===== config.mk =====
export PLATFORM = sky130hd
export DESIGN_NAME = cntr_mod
export DESIGN_NICKNAME = d
export VERILOG_FILES = /design/src/rtl/cntr_pkg.sv /design/src/rtl/cntr_mod_incdec.sv /design/src/rtl/cntr_mod.sv
export SDC_FILE = /design/constraint.sdc
export NUM_CORES = 1
export LEC_CHECK = 0
export CORE_UTILIZATION = 38
export CTS_CLUSTER_SIZE = 40
export DETAILED_ROUTE_END_ITERATION = 12
export PLACE_DENSITY = 0.68
export SETUP_SLACK_MARGIN = 0.1
export SLEW_MARGIN = 20
export SYNTH_ARGS = -nofsm -noshare
export SYNTH_HDL_FRONTEND = slang
export SYNTH_SLANG_ARGS = --single-unit

===== constraint.sdc =====
create_clock -name pulse -period 5.9 [get_ports pulse]
set_clock_uncertainty 0.05 [all_clocks]
set_input_delay 0.59 -clock pulse [delete_from_list [all_inputs] [get_ports pulse]]
set_output_delay 0.59 -clock pulse [all_outputs]
set_load 0.02 [all_outputs]

===== src/rtl/cntr_pkg.sv =====
// Shared definitions for the cntr_mod modulo counter family.
// Holds the end-of-range mode encoding used by cntr_mod and its bench.
package cntr_pkg;

  // End-of-range behaviour; the fourth encoding is reserved and acts as wrap.
  typedef logic [1:0] mode_t;

  localparam mode_t MODE_WRAP    = 2'd0;
  localparam mode_t MODE_SAT     = 2'd1;
  localparam mode_t MODE_ONESHOT = 2'd2;

endpackage : cntr_pkg


===== src/rtl/cntr_mod_incdec.sv =====
// incdec: combinational +/-1 stage of a modulo (MAX+1) counter.
// Ports:
//   i        in  WIDTH  current value (assumed 0..MAX)
//   up       in  1      1 = increment, 0 = decrement
//   o        out WIDTH  next value, wrapping 0<->MAX
//   at_edge  out 1      i sits on the boundary for the current direction
//                       (named at_edge because `edge` is a reserved word)
module incdec #(
  parameter int unsigned WIDTH = 4,
  parameter int unsigned MAX   = (1 << WIDTH) - 1
) (
  input  logic [WIDTH-1:0] i,
  input  logic             up,
  output logic [WIDTH-1:0] o,
  output logic             at_edge
);

  localparam logic [WIDTH-1:0] MAX_V  = MAX[WIDTH-1:0];
  localparam logic [WIDTH-1:0] ZERO_V = '0;
  localparam logic [WIDTH-1:0] ONE_V  = {{(WIDTH-1){1'b0}}, 1'b1};

  // The boundary compare happens before the +/-1, so the sum never
  // needs more than WIDTH bits.
  always_comb begin
    at_edge = 1'b0;
    o       = i;
    if (up) begin
      at_edge = (i == MAX_V);
      o       = at_edge ? ZERO_V : (i + ONE_V);
    end else begin
      at_edge = (i == ZERO_V);
      o       = at_edge ? MAX_V : (i - ONE_V);
    end
  end

endmodule : incdec


===== src/rtl/cntr_mod.sv =====
// cntr_mod: parametrised up/down modulo counter with load, three
// end-of-range modes, terminal-count, sticky overflow and one-shot done.
// Ports:
//   pulse    in  1      clock, rising edge
//   rst      in  1      asynchronous active-high reset
//   c        in  1      count enable
//   up       in  1      1 = count up, 0 = count down
//   ld       in  1      synchronous load of d (clamped to MAX)
//   d        in  WIDTH  load value
//   mode     in  2      wrap / saturate / one-shot / reserved(=wrap)
//   clr_ovf  in  1      synchronous clear of ovf (a same-edge set wins)
//   o        out WIDTH  current count
//   tc       out 1      o at the boundary for the current direction
//   ovf      out 1      sticky over/underflow flag
//   done     out 1      one-shot has completed; counter frozen
module cntr_mod
  import cntr_pkg::*;
#(
  parameter int unsigned WIDTH = 4,
  parameter int unsigned MAX   = (1 << WIDTH) - 1,
  parameter int unsigned INIT  = 0
) (
  input  logic             pulse,
  input  logic             rst,
  input  logic             c,
  input  logic             up,
  input  logic             ld,
  input  logic [WIDTH-1:0] d,
  input  logic [1:0]       mode,
  input  logic             clr_ovf,
  output logic [WIDTH-1:0] o,
  output logic             tc,
  output logic             ovf,
  output logic             done
);

  localparam logic [WIDTH-1:0] MAX_V  = MAX[WIDTH-1:0];
  localparam logic [WIDTH-1:0] INIT_V = INIT[WIDTH-1:0];

  logic [WIDTH-1:0] step_val;
  logic             at_edge;
  logic [WIDTH-1:0] o_nxt;
  logic             ovf_set;
  logic             done_nxt;
  mode_t            mode_q;

  assign mode_q = mode_t'(mode);

  incdec #(
    .WIDTH (WIDTH),
    .MAX   (MAX)
  ) u_incdec (
    .i       (o),
    .up      (up),
    .o       (step_val),
    .at_edge (at_edge)
  );

  assign tc = at_edge;

  // Priority: load > count step > hold. A set of ovf from this edge
  // overrides clr_ovf, which is resolved in the register block.
  always_comb begin
    o_nxt    = o;
    ovf_set  = 1'b0;
    done_nxt = done;
    if (ld) begin
      o_nxt    = (d > MAX_V) ? MAX_V : d;
      done_nxt = 1'b0;
    end else if (c) begin
      if (done) begin
        // Frozen after a one-shot: further enables only flag overflow.
        ovf_set = 1'b1;
      end else if (!at_edge) begin
        o_nxt = step_val;
      end else begin
        case (mode_q)
          MODE_SAT: begin
            ovf_set = 1'b1;
          end
          MODE_ONESHOT: begin
            done_nxt = 1'b1;
          end
          default: begin
            o_nxt   = step_val;
            ovf_set = 1'b1;
          end
        endcase
      end
    end
  end

  always_ff @(posedge pulse or posedge rst) begin
    if (rst) begin
      o    <= INIT_V;
      ovf  <= 1'b0;
      done <= 1'b0;
    end else begin
      o    <= o_nxt;
      done <= done_nxt;
      if (ovf_set) begin
        ovf <= 1'b1;
      end else if (clr_ovf) begin
        ovf <= 1'b0;
      end
    end
  end

endmodule : cntr_mod


After elaboration in Yosys (flattened, before gate mapping)
Cells that the tools add are included.

storage, ports and cells
  logic and storage cells = 38
  flip-flop bits (word level) = 6
  bits of input ports = 12

operators by class
  order comparisons = 1
  reductions and logical operators = 5
  equality and inequality tests = 5
  multiplexer cells = 22
  add/subtract/negate cells = 2

operators by type and width
  cell                   count
  $mux W4                9
  $mux W1                13
  $add A4 B1 Y4 const B  1
  $eq A4 B4 Y1 const B   1
  $gt A4 B4 Y1 const B   1
  $logic_not A4 Y1       1
  $reduce_bool A2 Y1     2
  $sub A4 B1 Y4 const B  1
  $ne A3 B3 Y1 const B   1
  $reduce_and A3 Y1      1
  $eq A2 B1 Y1 const B   1
  $eq A2 B2 Y1 const B   1
  $ne A2 B2 Y1 const B   1
  $reduce_or A2 Y1       1

Logic depth before layout (Yosys ltp)
  depth in word-level cells = 8
  mapped depth = 6
  depth with buffers taken out = 6

Modules after synthesis
Synthesis repeated with hierarchy kept, for this count alone.

unflattened totals
  cell total of the unflattened synthesis = 51
  area, all modules = 505.5 um^2

modules (own cells, without submodules)
  module    sequential area each (um^2)  times used  cells an instance  area each (um^2)
  cntr_mod  150.1                        1           28                 352.8
  incdec    0.0                          1           23                 152.6

Worst setup path before layout
OpenSTA, ideal clock, no wires.

  kind = register to output
  start point = reg o[0]
  end point = out tc
  path buffers = 0
  arrival = 1479 ps
  cell stages (with the launch flop) = 5
  slack = 3781 ps
  cell sequence = dfrtp_1 inv_1 ha_1 or4b_4 nand2_1

on the way
  longest elaborated chain between the ends = 2
  elaborated cells between the ends (all ways) = 3

ends and longest elaborated chain
  item                                                     RTL line                                      RTL
  start, declared                                          cntr_mod.sv:31                                output logic [WIDTH-1:0] o,
  start signal, assigned                                   cntr_mod.sv:99                                o <= o_nxt;
  $eq A4 B4 Y1 / $logic_not A4 Y1 (equally long branches)  cntr_mod_incdec.sv:28, cntr_mod_incdec.sv:31
  $mux W1 (*)                                              cntr_mod_incdec.sv:27                         if (up) begin
  end, declared                                            cntr_mod.sv:32                                output logic tc,

Mark *: on every way between the ends. The rest lies on a longest branch, timed or not.

Final worst setup path
  start point = in up
  end point = out tc

on the way
  longest elaborated chain between the ends = 1

ends and longest elaborated chain
  item             RTL line               RTL
  start, declared  cntr_mod.sv:26         input logic up,
  $mux W1          cntr_mod_incdec.sv:27

Every way passes these cells.

==> reports/qor.yml <==
worstPathRequired_ns: 5.26
layout.nets: 92
slowest_stage: "clkdlybuf4s50_1"
area_growth_syn_to_layout_pct: 39.9
synth_flop_cell: "dfrtp_1"
cts_made_buffers: 3
cts_tree: "built"
htreeDepth: 1
path_clk_slew_ns: 0.04
viasPerCell: 5.51
ys_seq_elements: 6
synthesis.area_um2: 505
worst_slew_pin_slew_ns: 0.349
fmax_mhz: 321
drt_pass1_iterations: 3
path_max_fanout: 8
fillers: 114
wl_per_cell_um: 12.3
grt_antenna_before_repair: 0
synth-seq-area-share: 0.297
cts.repair.resized: 0
status: "finished clean"
clk_latency_ns: 0.24
die_x_um: 38.5
core_um2: 1170
grt_pass1_vias: 475
hold_violations: 0
synth-edff-count: 0
routed_wl_um: 1090
drc: 0
path_common_cell: "clkdlybuf4s50_1"
relSlewSlack: 0.766
yosys.cell_types.count: 27
port_buffers: 18
antenna_cells: 0
hold_slack_ns: 0.492
clock_path_buffers: 2
numClockSinks: 6
pin_count: 19
antenna_left: 0
drt-initial-drc-count: 19
root_buffer: "clkbuf_4"
irDropWorstVdd_uv: 147
rows: 12
async_flop_share: 1.00
grt-ovfl-total: 0
drv_cap: 0
slew_viol_final: 0
fin_crit_sh: 0.527
power_density_nw_per_um2: 203
p_total_mw: 0.144
cpPeakStageDelay_ns: 0.60
vias: 490
finalWorstSetupSlack_ns: 2.79
synth_cells: 56
path_class: "in2out"
setup_viol: 0
worst_setup_path_end_kind: "primary output"
grt_usage: 0.192
cts_setup_buffers: 0
drive_gt1_frac: 0.107
grt_max_degree: 11
grt_setup_unrepaired: "no"
synth_nets: 71
post-place-ws_ns: 2.79
worstHoldPathType: "reg2reg"
synth_warnings: 0
gp_congestion: 0.790
worstSetupStartpointType: "input pin"
grt_pass1_wl_um: 1940
fin_crit_ns: 3.11
instances_no_fill: 89
initial_core_util: 0.432
cts.hold.buffers_added: 0
avgSynthCellArea_um2: 9.03
die_y_um: 38.5
path_cells: "clkdlybuf4s50_1, or4b_4, nand2_1, clkdlybuf4s50_1"
p_leak_nw: 0.303
fin_tns_setup_ns: 0
die_area_um2: 1480
dp_hpwl_um: 817
worstPathArrival_ns: 2.47
placed_cells: 86
-- Yosys cell counts (2+ instances only) --
library cell	n	area, µm²
inv_1	7	26.3
dfrtp_1	6	150
a31oi_1	5	31.3
nand2_1	4	15.0
a21oi_1	3	15.0
ha_1	3	37.5
nor2_1	3	11.3
or4_1	3	22.5
o211ai_1	2	15.0
o21ai_0	2	10.0
o21ai_1	2	10.0
-- layout make-up --
class / count / area, µm² / area share
sequential: 6 / 150 / 0.212
tap: 14 / 17.5 / 0.0248
timing repair buffer: 18 / 180 / 0.255
inverter: 7 / 26.3 / 0.0372
multi-input combinational: 41 / 310 / 0.439
clock buffer: 3 / 22.5 / 0.0319
-- routing by layer --
| metal | wire length, µm | global-route usage |
|---|---|---|
| met1 | 505 | 0.213 |
| met2 | 508 | 0.343 |
| met3 | 77 | 0.0872 |
| met4 | 0 | 0.0259 |
| met5 | 0 | 0 |
-- per-stage QoR --
step                      area [µm²]  utilization
after floorplan                  505            -
after global placement           684        0.584
after detailed placement         684        0.584
after CTS                        707        0.604
after global routing             707        0.604
final                            707        0.604
-- cells by family (layout without fill, tap and decap cells) --
group | Yosys count | in the layout | share of synthesized area
AND/OR/NAND/NOR | 15 | 15 | 0.191
flip-flops | 6 | 6 | 0.297
XOR/XNOR | 1 | 1 | 0.0173
adder cells (fa/ha/maj) | 3 | 3 | 0.0743
multiplexers | 1 | 1 | 0.0198
buffers and inverters | 9 | 28 | 0.0891
AO/OA/AOI/OAI | 21 | 21 | 0.312
-- worst paths after layout --
check	startpoint	to	slack, ns	cells past startpoint
worst max-delay path	up	tc	2.79	4
worst min-delay path	ovf$_DFFE_PP0P_	ovf$_DFFE_PP0P_	0.49	2
worst max register to register	o[0]$_DFFE_PP0P_	o[0]$_DFFE_PP0P_	3.78	6
worst min register to register	ovf$_DFFE_PP0P_	ovf$_DFFE_PP0P_	0.49	2
max in group asynchronous	rst	done$_DFFE_PP0P_	5.11	2
min in group asynchronous	rst	o[1]$_DFFE_PP0P_	0.51	2
-- power breakdown --
part,internal [mW],switching [mW]
sequential,0.0452,0.00876
clock,0.0230,0.0140
combinational,0.0276,0.0251
total,0.0958,0.0478
-- sequential cells by signal, summed over array words and instances, names as in the netlist --
signal,count
done,1
o,4
ovf,1
-- worst max-delay path, delay by kind of cell --
family	cells	cell delay [ns]
buffers and inverters	2	1.18
AND/OR/NAND/NOR	2	0.69
-- cell usage in the layout (no fill, tap or decap), types with 2 or more instances in the layout --
| cell type | netlist | layout |
|---|---|---|
| a21oi_1 | 3 | 3 |
| a31oi_1 | 5 | 5 |
| clkbuf_4 | 0 | 3 |
| clkdlybuf4s50_1 | 0 | 18 |
| dfrtp_1 | 6 | 6 |
| ha_1 | 3 | 3 |
| inv_1 | 7 | 7 |
| nand2_1 | 4 | 4 |
| nor2_1 | 3 | 3 |
| o211ai_1 | 2 | 2 |
| o21ai_0 | 2 | 2 |
| o21ai_1 | 2 | 2 |
| or4_1 | 3 | 3 |
Power figures use the tool's default switching activity.
